===== src/rtl/mem_stage_pkg.sv =====
// Shared encodings for the memory-access stage: MEMop values, FSM states and
// the control bundle latched for the duration of a bus access.
package mem_stage_pkg;

    typedef enum logic [1:0] {
        MEM_NONE  = 2'b00,
        MEM_LOAD  = 2'b01,
        MEM_STORE = 2'b10,
        MEM_RSVD  = 2'b11
    } memop_e;

    typedef enum logic {
        ST_IDLE = 1'b0,
        ST_WAIT = 1'b1
    } state_e;

    typedef struct packed {
        logic       is_load;
        logic       reg_we;
        logic [2:0] rd;
        logic       byte_acc;
        logic       sext;
        logic       kill;
    } meta_t;

    localparam logic [1:0] BE_WORD = 2'b11;

    function automatic logic is_mem_op(memop_e op);
        return (op == MEM_LOAD) || (op == MEM_STORE);
    endfunction

endpackage


===== src/rtl/mem_stage_if.sv =====
// Signal bundle between execute, data memory and write-back around mem_stage.
// master = the stage itself, slave = the surrounding pipeline/bus.
interface mem_stage_if #(
    parameter int CPU_WIDTH = 16
);
    logic                 in_valid;
    logic                 in_ready;
    logic                 flush;
    logic [CPU_WIDTH-1:0] ALUout;
    logic [CPU_WIDTH-1:0] st_data;
    logic [1:0]           MEMop;
    logic                 mem_byte;
    logic                 mem_sext;
    logic [2:0]           rd_idx;
    logic                 reg_we;

    logic                 dm_req;
    logic                 dm_we;
    logic [CPU_WIDTH-1:0] dm_addr;
    logic [CPU_WIDTH-1:0] dm_wdata;
    logic [1:0]           dm_be;
    logic                 dm_ack;
    logic [CPU_WIDTH-1:0] dm_rdata;

    logic                 wb_valid;
    logic                 wb_we;
    logic [2:0]           wb_rd;
    logic [CPU_WIDTH-1:0] wb_data;
    logic                 stall;
    logic                 err;

    modport master (
        input  in_valid, flush, ALUout, st_data, MEMop, mem_byte, mem_sext, rd_idx, reg_we,
        input  dm_ack, dm_rdata,
        output in_ready, dm_req, dm_we, dm_addr, dm_wdata, dm_be,
        output wb_valid, wb_we, wb_rd, wb_data, stall, err
    );

    modport slave (
        output in_valid, flush, ALUout, st_data, MEMop, mem_byte, mem_sext, rd_idx, reg_we,
        output dm_ack, dm_rdata,
        input  in_ready, dm_req, dm_we, dm_addr, dm_wdata, dm_be,
        input  wb_valid, wb_we, wb_rd, wb_data, stall, err
    );

endinterface


===== src/rtl/mem_align.sv =====
// Byte-lane steering for stores and lane extract/extend for loads (MEM_BYTE_EN).
// Latency: combinational. Backpressure: none.
// Without MEM_BYTE_EN every access is a full word with both lanes enabled.
module mem_align
    import mem_stage_pkg::*;
#(
    parameter int CPU_WIDTH = 16
) (
    input  logic                 st_addr0,
    input  logic                 st_byte,
    input  logic [CPU_WIDTH-1:0] st_data,
    output logic [1:0]           st_be,
    output logic [CPU_WIDTH-1:0] st_wdata,
    input  logic                 ld_addr0,
    input  logic                 ld_byte,
    input  logic                 ld_sext,
    input  logic [CPU_WIDTH-1:0] rdata,
    output logic [CPU_WIDTH-1:0] ld_data
);

`ifdef MEM_BYTE_EN
    logic [7:0] lane;

    always_comb begin
        st_be    = BE_WORD;
        st_wdata = st_data;
        if (st_byte) begin
            st_be    = st_addr0 ? 2'b10 : 2'b01;
            // both lanes carry the byte so the slave only needs dm_be
            st_wdata = CPU_WIDTH'({st_data[7:0], st_data[7:0]});
        end
    end

    always_comb begin
        lane    = ld_addr0 ? rdata[15:8] : rdata[7:0];
        ld_data = rdata;
        if (ld_byte) begin
            ld_data = ld_sext ? {{(CPU_WIDTH-8){lane[7]}}, lane}
                              : {{(CPU_WIDTH-8){1'b0}}, lane};
        end
    end
`else
    wire unused_byte_ctl = ^{st_addr0, st_byte, ld_addr0, ld_byte, ld_sext};

    assign st_be    = BE_WORD;
    assign st_wdata = st_data;
    assign ld_data  = rdata;
`endif

endmodule


===== src/rtl/mem_stage.sv =====
// Memory-access stage: passes ALU results through, runs dm_req/dm_ack for loads/stores (MEM_BYTE_EN adds byte access).
// Latency: 1 cycle for non-memory ops; ack in bus cycle k gives wb_valid at k+1; timeout aborts after TIMEOUT_CYC.
// Backpressure: in_ready low (stall high) for the whole outstanding access.
module mem_stage
    import mem_stage_pkg::*;
#(
    parameter int CPU_WIDTH   = 16,
    parameter int TIMEOUT_CYC = 15
) (
    input  logic        clk,
    input  logic        rst,
    mem_stage_if.master bus
);

    localparam int               CNT_W    = (TIMEOUT_CYC > 1) ? $clog2(TIMEOUT_CYC) : 1;
    localparam logic [CNT_W-1:0] CNT_LAST = CNT_W'(TIMEOUT_CYC - 1);

    memop_e               op;
    state_e               state;
    logic [CNT_W-1:0]     cnt;
    meta_t                meta;
    logic [1:0]           st_be;
    logic [CPU_WIDTH-1:0] st_wdata;
    logic [CPU_WIDTH-1:0] ld_data;
    logic                 kill_now;

    assign op        = memop_e'(bus.MEMop);
    assign bus.stall = ~bus.in_ready;
    // a flush in the completion cycle still counts against the outstanding access
    assign kill_now  = meta.kill | bus.flush;

    mem_align #(.CPU_WIDTH(CPU_WIDTH)) u_align (
        .st_addr0 (bus.ALUout[0]),
        .st_byte  (bus.mem_byte),
        .st_data  (bus.st_data),
        .st_be    (st_be),
        .st_wdata (st_wdata),
        .ld_addr0 (bus.dm_addr[0]),
        .ld_byte  (meta.byte_acc),
        .ld_sext  (meta.sext),
        .rdata    (bus.dm_rdata),
        .ld_data  (ld_data)
    );

    always_ff @(posedge clk) begin
        if (rst) begin
            state        <= ST_IDLE;
            cnt          <= '0;
            meta         <= '0;
            bus.in_ready <= 1'b1;
            bus.dm_req   <= 1'b0;
            bus.dm_we    <= 1'b0;
            bus.dm_addr  <= '0;
            bus.dm_wdata <= '0;
            bus.dm_be    <= '0;
            bus.wb_valid <= 1'b0;
            bus.wb_we    <= 1'b0;
            bus.wb_rd    <= '0;
            bus.wb_data  <= '0;
            bus.err      <= 1'b0;
        end else begin
            bus.wb_valid <= 1'b0;
            bus.err      <= 1'b0;
            if (state == ST_IDLE) begin
                if (bus.in_valid && !bus.flush) begin
                    if (is_mem_op(op)) begin
                        state        <= ST_WAIT;
                        cnt          <= '0;
                        bus.in_ready <= 1'b0;
                        bus.dm_req   <= 1'b1;
                        bus.dm_we    <= (op == MEM_STORE);
                        bus.dm_addr  <= bus.ALUout;
                        bus.dm_wdata <= st_wdata;
                        bus.dm_be    <= st_be;
                        meta         <= '{is_load:  (op == MEM_LOAD),
                                          reg_we:   bus.reg_we,
                                          rd:       bus.rd_idx,
                                          byte_acc: bus.mem_byte,
                                          sext:     bus.mem_sext,
                                          kill:     1'b0};
                    end else begin
                        bus.wb_valid <= 1'b1;
                        bus.wb_we    <= bus.reg_we;
                        bus.wb_rd    <= bus.rd_idx;
                        bus.wb_data  <= bus.ALUout;
                    end
                end
            end else begin
                if (bus.flush) begin
                    meta.kill <= 1'b1;
                end
                // ack takes priority over a timeout landing in the same cycle
                if (bus.dm_ack) begin
                    state        <= ST_IDLE;
                    cnt          <= '0;
                    bus.in_ready <= 1'b1;
                    bus.dm_req   <= 1'b0;
                    bus.wb_valid <= 1'b1;
                    bus.wb_we    <= meta.is_load & meta.reg_we & ~kill_now;
                    bus.wb_rd    <= meta.rd;
                    bus.wb_data  <= meta.is_load ? ld_data : '0;
                end else if (cnt == CNT_LAST) begin
                    state        <= ST_IDLE;
                    cnt          <= '0;
                    bus.in_ready <= 1'b1;
                    bus.dm_req   <= 1'b0;
                    bus.err      <= 1'b1;
                    bus.wb_valid <= 1'b1;
                    bus.wb_we    <= 1'b0;
                    bus.wb_rd    <= meta.rd;
                    bus.wb_data  <= '0;
                end else begin
                    cnt <= cnt + 1'b1;
                end
            end
        end
    end

endmodule

===== src/flat_wrapper.sv =====
// flat-port wrapper written by rule: the top's interface ports become plain ports
module mem_stage_flat import mem_stage_pkg::*;
#(
    parameter int CPU_WIDTH   = 16,
    parameter int TIMEOUT_CYC = 15
)
  (clk, rst, bus_in_valid, bus_flush, bus_ALUout, bus_st_data, bus_MEMop, bus_mem_byte, bus_mem_sext, bus_rd_idx, bus_reg_we, bus_dm_ack, bus_dm_rdata, bus_in_ready, bus_dm_req, bus_dm_we, bus_dm_addr, bus_dm_wdata, bus_dm_be, bus_wb_valid, bus_wb_we, bus_wb_rd, bus_wb_data, bus_stall, bus_err);
  mem_stage_if #(.CPU_WIDTH(CPU_WIDTH)) bus_i ();
  input  logic clk;
  input  logic rst;
  input wire logic [$bits(bus_i.in_valid)-1:0] bus_in_valid;
  input wire logic [$bits(bus_i.flush)-1:0] bus_flush;
  input wire logic [$bits(bus_i.ALUout)-1:0] bus_ALUout;
  input wire logic [$bits(bus_i.st_data)-1:0] bus_st_data;
  input wire logic [$bits(bus_i.MEMop)-1:0] bus_MEMop;
  input wire logic [$bits(bus_i.mem_byte)-1:0] bus_mem_byte;
  input wire logic [$bits(bus_i.mem_sext)-1:0] bus_mem_sext;
  input wire logic [$bits(bus_i.rd_idx)-1:0] bus_rd_idx;
  input wire logic [$bits(bus_i.reg_we)-1:0] bus_reg_we;
  input wire logic [$bits(bus_i.dm_ack)-1:0] bus_dm_ack;
  input wire logic [$bits(bus_i.dm_rdata)-1:0] bus_dm_rdata;
  output wire logic [$bits(bus_i.in_ready)-1:0] bus_in_ready;
  output wire logic [$bits(bus_i.dm_req)-1:0] bus_dm_req;
  output wire logic [$bits(bus_i.dm_we)-1:0] bus_dm_we;
  output wire logic [$bits(bus_i.dm_addr)-1:0] bus_dm_addr;
  output wire logic [$bits(bus_i.dm_wdata)-1:0] bus_dm_wdata;
  output wire logic [$bits(bus_i.dm_be)-1:0] bus_dm_be;
  output wire logic [$bits(bus_i.wb_valid)-1:0] bus_wb_valid;
  output wire logic [$bits(bus_i.wb_we)-1:0] bus_wb_we;
  output wire logic [$bits(bus_i.wb_rd)-1:0] bus_wb_rd;
  output wire logic [$bits(bus_i.wb_data)-1:0] bus_wb_data;
  output wire logic [$bits(bus_i.stall)-1:0] bus_stall;
  output wire logic [$bits(bus_i.err)-1:0] bus_err;
  assign bus_i.in_valid = bus_in_valid;
  assign bus_i.flush = bus_flush;
  assign bus_i.ALUout = bus_ALUout;
  assign bus_i.st_data = bus_st_data;
  assign bus_i.MEMop = bus_MEMop;
  assign bus_i.mem_byte = bus_mem_byte;
  assign bus_i.mem_sext = bus_mem_sext;
  assign bus_i.rd_idx = bus_rd_idx;
  assign bus_i.reg_we = bus_reg_we;
  assign bus_i.dm_ack = bus_dm_ack;
  assign bus_i.dm_rdata = bus_dm_rdata;
  assign bus_in_ready = bus_i.in_ready;
  assign bus_dm_req = bus_i.dm_req;
  assign bus_dm_we = bus_i.dm_we;
  assign bus_dm_addr = bus_i.dm_addr;
  assign bus_dm_wdata = bus_i.dm_wdata;
  assign bus_dm_be = bus_i.dm_be;
  assign bus_wb_valid = bus_i.wb_valid;
  assign bus_wb_we = bus_i.wb_we;
  assign bus_wb_rd = bus_i.wb_rd;
  assign bus_wb_data = bus_i.wb_data;
  assign bus_stall = bus_i.stall;
  assign bus_err = bus_i.err;
  mem_stage #(.CPU_WIDTH(CPU_WIDTH), .TIMEOUT_CYC(TIMEOUT_CYC)) u_core (.clk(clk), .rst(rst), .bus(bus_i));
endmodule

===== config.mk =====
export PLATFORM = sky130hd
export DESIGN_NAME = mem_stage_flat
export DESIGN_NICKNAME = d
export VERILOG_FILES = /design/src/rtl/mem_stage_pkg.sv /design/src/rtl/mem_stage_if.sv /design/src/rtl/mem_align.sv /design/src/rtl/mem_stage.sv /design/src/flat_wrapper.sv
export SDC_FILE = /design/constraint.sdc
export NUM_CORES = 1
export LEC_CHECK = 0
export CORE_MARGIN = 4
export CORE_UTILIZATION = 43
export CTS_BUF_LIST = sky130_fd_sc_hd__clkbuf_16
export DETAILED_ROUTE_END_ITERATION = 7
export PLACE_DENSITY = 0.8
export SLEW_MARGIN = 20
export SYNTH_ARGS = -nofsm -noshare
export SYNTH_HDL_FRONTEND = slang
export SYNTH_SLANG_ARGS = --single-unit

===== constraint.sdc =====
create_clock -name clk -period 2.1 [get_ports clk]
set_clock_uncertainty 0.15 [all_clocks]
set_input_delay 0.21 -clock clk [delete_from_list [all_inputs] [get_ports clk]]
set_output_delay 0.21 -clock clk [all_outputs]
set_load 0.02 [all_outputs]

-- After elaboration in Yosys (flattened, before gate mapping)
Index checks and enable logic that the tools add are counted.
- input port bits: 61
- register bits: 69
- word-level logic and storage cells: 85
- multiplexer cells: 44
- $add $sub $neg: 1
- bitwise gates (word level): 6
- eq/ne operators: 6
- reduce and logical (&&, ||, !) cells: 11
- operators by type and width (kind ; count):
    $mux 16 ; 6
    $mux 1 ; 28
    $mux 4 ; 5
    $mux 3 ; 5
    $reduce_and 3->1 ; 4
    $add 4x1->4 const B ; 1
    $eq 4x4->1 const B ; 1
    $reduce_bool 2->1 ; 2
    $ne 3x3->1 const B ; 1
    $not 1->1 ; 3
    $reduce_or 3->1 ; 1
    $and 1x1->1 ; 2
    $eq 2x1->1 const B ; 1
    $eq 2x2->1 const B ; 1
    $ne 2x1->1 const B ; 1
    $ne 2x2->1 const B ; 1
    $reduce_and 2->1 ; 1
    $logic_and 1x1->1 ; 1
    $logic_not 1->1 ; 1
    $logic_or 1x1->1 ; 1
    $or 1x1->1 ; 1

-- Logic depth before layout (Yosys ltp)
- word-level depth: 5
- depth in mapped cells: 7

-- By module
A second synthesis with hierarchy kept.
- cells, all modules: 315
- area, all modules: 3270.6 µm²
- by module, submodules not included (module ; times used ; cells an instance ; area each (µm²) ; sequential area each (µm²)):
    mem_stage ; 1 ; 280 ; 3011.6 ; 1441.4
    mem_align ; 1 ; 35 ; 259.0 ; 0.0

-- Least setup slack after synthesis
No wires, ideal clock.
- path kind: reg-to-reg
- start: register u_core.cnt[0]
- end: register u_core.bus.wb_data[10]
- arrival time: 1.565 ns
- cell stages (with the launch flop): 8
- path slack: 0.264 ns
- required time: 1.829 ns
- buffers on the path: 2
- path through: dfxtp_1 > inv_1 > ha_1 > nand3_1 > a22o_1 > buf_6 > buf_6 > mux2_4
- word-level cells in the longest chain between the ends: 3
- ends and longest elaborated chain (what ; RTL line ; text):
    from (decl) ; mem_stage.sv:20 ; logic [CNT_W-1:0] cnt;
    from (signal assigned) ; mem_stage.sv:113 ; cnt <= cnt + 1'b1;
    $eq 4x4->1 ; mem_stage.sv:102 ; end else if (cnt == CNT_LAST) begin
    $ne 3x3->1 (no source line) ; - ;
    $reduce_and 3->1 (no source line) ; - ;
    to (signal assigned) ; mem_stage.sv:85 ; bus.wb_data <= bus.ALUout;
    to (signal assigned) ; mem_stage.sv:101 ; bus.wb_data <= meta.is_load ? ld_data : '0;
    to (decl) ; mem_stage_if.sv:36 ; output wb_valid, wb_we, wb_rd, wb_data, stall, err
No other way between the ends.
A chain may end at the register's enable or synchronous reset.

-- Final worst setup path
- start: input port bus_MEMop[0]
- end: register u_core.meta[6] (netlist name)
- word-level cells in the longest chain between the ends: 3
- ends and longest elaborated chain (what ; RTL line ; text):
    from (decl) ; flat_wrapper.sv:15 ; input wire logic [$bits(bus_i.MEMop)-1:0] bus_MEMop;
    $eq 2x1->1 or $eq 2x2->1 (tied branches) ; mem_stage_pkg.sv:29 ; return (op == MEM_LOAD) || (op == MEM_STORE);
    $logic_or 1x1->1 * ; mem_stage_pkg.sv:29 ;
    $reduce_and 3->1 (no source line) * ; - ;
    to (signal assigned) ; mem_stage.sv:75 ; meta <= '{is_load: (op == MEM_LOAD),
    to (decl) ; mem_stage.sv:21 ; meta_t meta;
Every way passes the cells marked *; elsewhere a longest branch is shown, timed or not.

==> impl_metrics.ini <==
[run_status]
status = completed

[critical_path]
required_ns = 2.22
cp_top_family = buffers and inverters
path_class = in2reg
reg2reg_depth = 4
start_kind = input pin
path_cells = clkdlybuf4s50_1 > inv_1 > ha_1 > or3b_1 > nor3_4 > buf_4 > a22o_1
endpoint_kind = flip-flop
cpPeakStageDelay_ns = 0.51
crit_path_top_delay_cell = clkdlybuf4s50_1
arrival_ns = 2.13
crit_cells = 7
cp.buffers_inverters = 3
path_max_fanout = 10

[min_path]
hold_depth = 3
hold_class = in2reg

[clock_network]
clock_path_buffers = 2
post-cts-setup-buffer-count = 0
htreeDepth = 3
clk_pin_slew_ns = 0.05
cts_sinks = 69
cts_tree = built
cts_inserted_buffers = 9
clk_latency_ns = 0.32
cts-root-buf = clkbuf_16

[drt]
drt_wl_total_um = 8250
vias_per_cell = 5.46
drtIter0Drc = 95
via_count = 2605
dr.pass1.iters = 4
detail-route-antenna-nets = 0
drcViolationCount = 0
wl_per_cell_um = 17.3

[global_routing]
gr-total-overflow = 0
use_met3_pct = 5.76
grt_use_met1_pct = 22.7
grt_pass1_wl_um = 12800
grtUsageTotal_pct = 19.2
use_met2_pct = 32.6
busiest_layer = met2
antenna_found_initial = 0
grt_pass1_vias = 2700
grt_max_degree = 39

[power_and_ir_drop]
p_seq_share_pct = 39.1
p_clk_share_pct = 42.5
vdd_drop_max_mv = 0.447
p_sw_mw = 0.879
intPower_mw = 2.77
p_per_area_nw_per_um2 = 810
p_leak_nw = 1.77
swShare_pct = 24.1
comb_power_share_pct = 18.4

[timing]
post-route-period-util_pct = 95.9
setup_viol = 0
period_needed_ns = 2.01
hold_viol_final = 0
rsz0062_at_grt = no
drv_slew = 0
max_freq_ghz = 0.497
hold_ws_ns = 0.292
slew_headroom_pct = 61.8
worstMarginPinSlew_ns = 0.572

[place]
place_inst = 461
gp_congestion = 0.759
portBuffers = 118
dp_hpwl_um = 5500

[synthesis]
synth.avg_cell_area_sq_um = 10.5
async_flop_share_pct = 0
ys.warnings.count = 0
synth_edf_count = 0
synth.mux.area_fraction_pct = 9.57
ys_seq_area_share_pct = 47.6
synth_compound_area_share_pct = 17.9
synthXorXnorAreaFrac_pct = 0
synth_simple_gate_area_share_pct = 17.3
yosys.area_share.adder_pct = 1.72
yosys_register_bits = 69
synth_area_sq_um = 2900
synthDistinctLibCells = 36
syn_nets = 341
syn_inst = 276
synth_top_family_by_area = compound AO/OA/AOI/OAI gates
ys.flop_type = dfxtp_1

[flow_run]
cap_violations = 0

[cells_and_area]
layout-drive-gt1-share_pct = 13.5
n_antenna_cell = 0
nets = 461
finalNonFillerCells = 477
areaGrowthSynthToFinish_pct = 55.2

[die]
dieArea_sq_um = 8130
dieHeight_um = 90.2
num_io_pins = 121
core_area_sq_um = 6460
rows = 29
start_util_pct = 44.9
die_x_um = 90.2
## worst reg2reg max path, stage by stage, from the launching register on
cell	delay, ns
dfxtp_1	0.33
buf_4	0.17
nor4b_4	0.48
nor2_4	0.22
a22o_1	0.29
## per-stage QoR
| step | utilization, % | setup slack [ns] | power [mW] | TNS [ns] | cell area, sq um |
|---|---|---|---|---|---|
| 2_1_floorplan | - | 0.264 | 1.79 | 0 | 2900 |
| 3_3_place_gp | 64.9 | -0.269 | 2.10 | -13.33 | 4190 |
| 3_5_place_dp | 64.9 | -0.315 | 2.11 | -14.89 | 4190 |
| 4_1_cts | 69.6 | 0.0129 | 3.66 | 0 | 4490 |
| 5_1_grt | 69.7 | 0.000116 | 3.76 | 0 | 4500 |
| 6_report | 69.7 | 0.0865 | 3.65 | 0 | 4500 |
## worst paths after layout
| kind | end | slack, ns | startpoint |
|---|---|---|---|
| worst max-delay path | u_core.meta[6]$_SDFFE_PP0P_ | 0.09 | bus_MEMop[0] |
| worst min-delay path | u_core.bus.wb_valid$_SDFF_PP0_ | 0.29 | rst |
| worst max register to register | u_core.meta[7]$_SDFFE_PP0P_ | 0.35 | u_core.state$_SDFF_PP0_ |
| worst min register to register | u_core.bus.dm_req$_SDFFE_PP0P_ | 0.30 | u_core.bus.dm_req$_SDFFE_PP0P_ |
## registers in the layout, summed over array words and instances, names as in the netlist
| register | cells |
|---|---|
| u_core.bus.dm_addr | 16 |
| u_core.bus.wb_valid | 1 |
| u_core.bus.wb_rd | 3 |
| u_core.meta | 6 |
| u_core.state | 1 |
| u_core.bus.dm_be | 1 |
| u_core.bus.dm_req | 1 |
| u_core.bus.dm_wdata | 16 |
| u_core.bus.wb_data | 16 |
| u_core.cnt | 4 |
| u_core.bus.err | 1 |
| u_core.bus.in_ready | 1 |
| u_core.bus.dm_we | 1 |
| u_core.bus.wb_we | 1 |
## power groups by stage
| stage | Sequential, mW | Combinational (mW) | Clock (mW) |
|---|---|---|---|
| after floorplan | 1.53 | 0.267 | 0 |
| after global placement | 1.45 | 0.655 | 0 |
| after detailed placement | 1.45 | 0.664 | 0 |
| after CTS | 1.43 | 0.669 | 1.57 |
| after global routing | 1.43 | 0.713 | 1.62 |
| final | 1.43 | 0.671 | 1.55 |
## what timing repair did
item | 4_1_cts | 5_1_grt
hold buffers | 0 | 0
resized for setup | 0 | 1
endpoints found under the setup margin | 0 | 38
## per-layer routing
layer	vias up	wire length, um
met4	0	154
met3	14	614
met2	101	4040
met5	-	0
li1	1252	-
met1	1238	3440
## cells in the mapped netlist, types with 2 or more instances
library cell / instances / area share (%)
buf_2: 5 / 0.86
nand3b_1: 3 / 0.78
nand2b_1: 17 / 3.7
mux2_4: 9 / 4.7
a21oi_1: 21 / 3.6
nor3_1: 2 / 0.34
clkbuf_1: 14 / 1.8
inv_1: 5 / 0.65
ha_1: 4 / 1.7
a22o_1: 39 / 12
nor2b_1: 20 / 4.3
dfxtp_1: 69 / 48
nand4_1: 17 / 3.7
buf_4: 4 / 1.0
buf_6: 4 / 1.6
nor2_1: 7 / 0.91
nand3_1: 6 / 1.0
mux2_2: 10 / 3.9
mux2i_1: 3 / 1.0
## logic make-up (layout without fill, tap and decap cells)
group | Yosys count | after routing
and+or+nand+nor | 80 | 81
AOI/OAI and AO/OA | 69 | 69
DFF | 69 | 69
buffers and inverters | 32 | 155
muxes | 22 | 22
adders and majority gates | 4 | 4
## area by class of cell
| cell class | count | area (sq um) |
|---|---|---|
| clock buffer | 9 | 225 |
| clock inverter | 6 | 78.8 |
| fill | 498 | 1950 |
| inverter | 5 | 18.8 |
| multi-input combinational | 176 | 1380 |
| sequential | 69 | 1380 |
| tap | 77 | 96.3 |
| timing repair buffer | 135 | 1330 |
## cells in the final DEF, fill, tap and decap left out, drive strengths merged, types with 3 or more instances in the layout
cell type and count:
a21oi 21, clkinv 3, mux2i 3, dfxtp 69
inv 5, a22o 39, buf 18, nand3 6
clkdlybuf4s50 117, clkbuf 9, nor2 8, nand3b 3
ha 4, nor2b 20, nor3 3, mux2 19
nand2b 17, nand4 17
(Power assumes the default switching activity.)
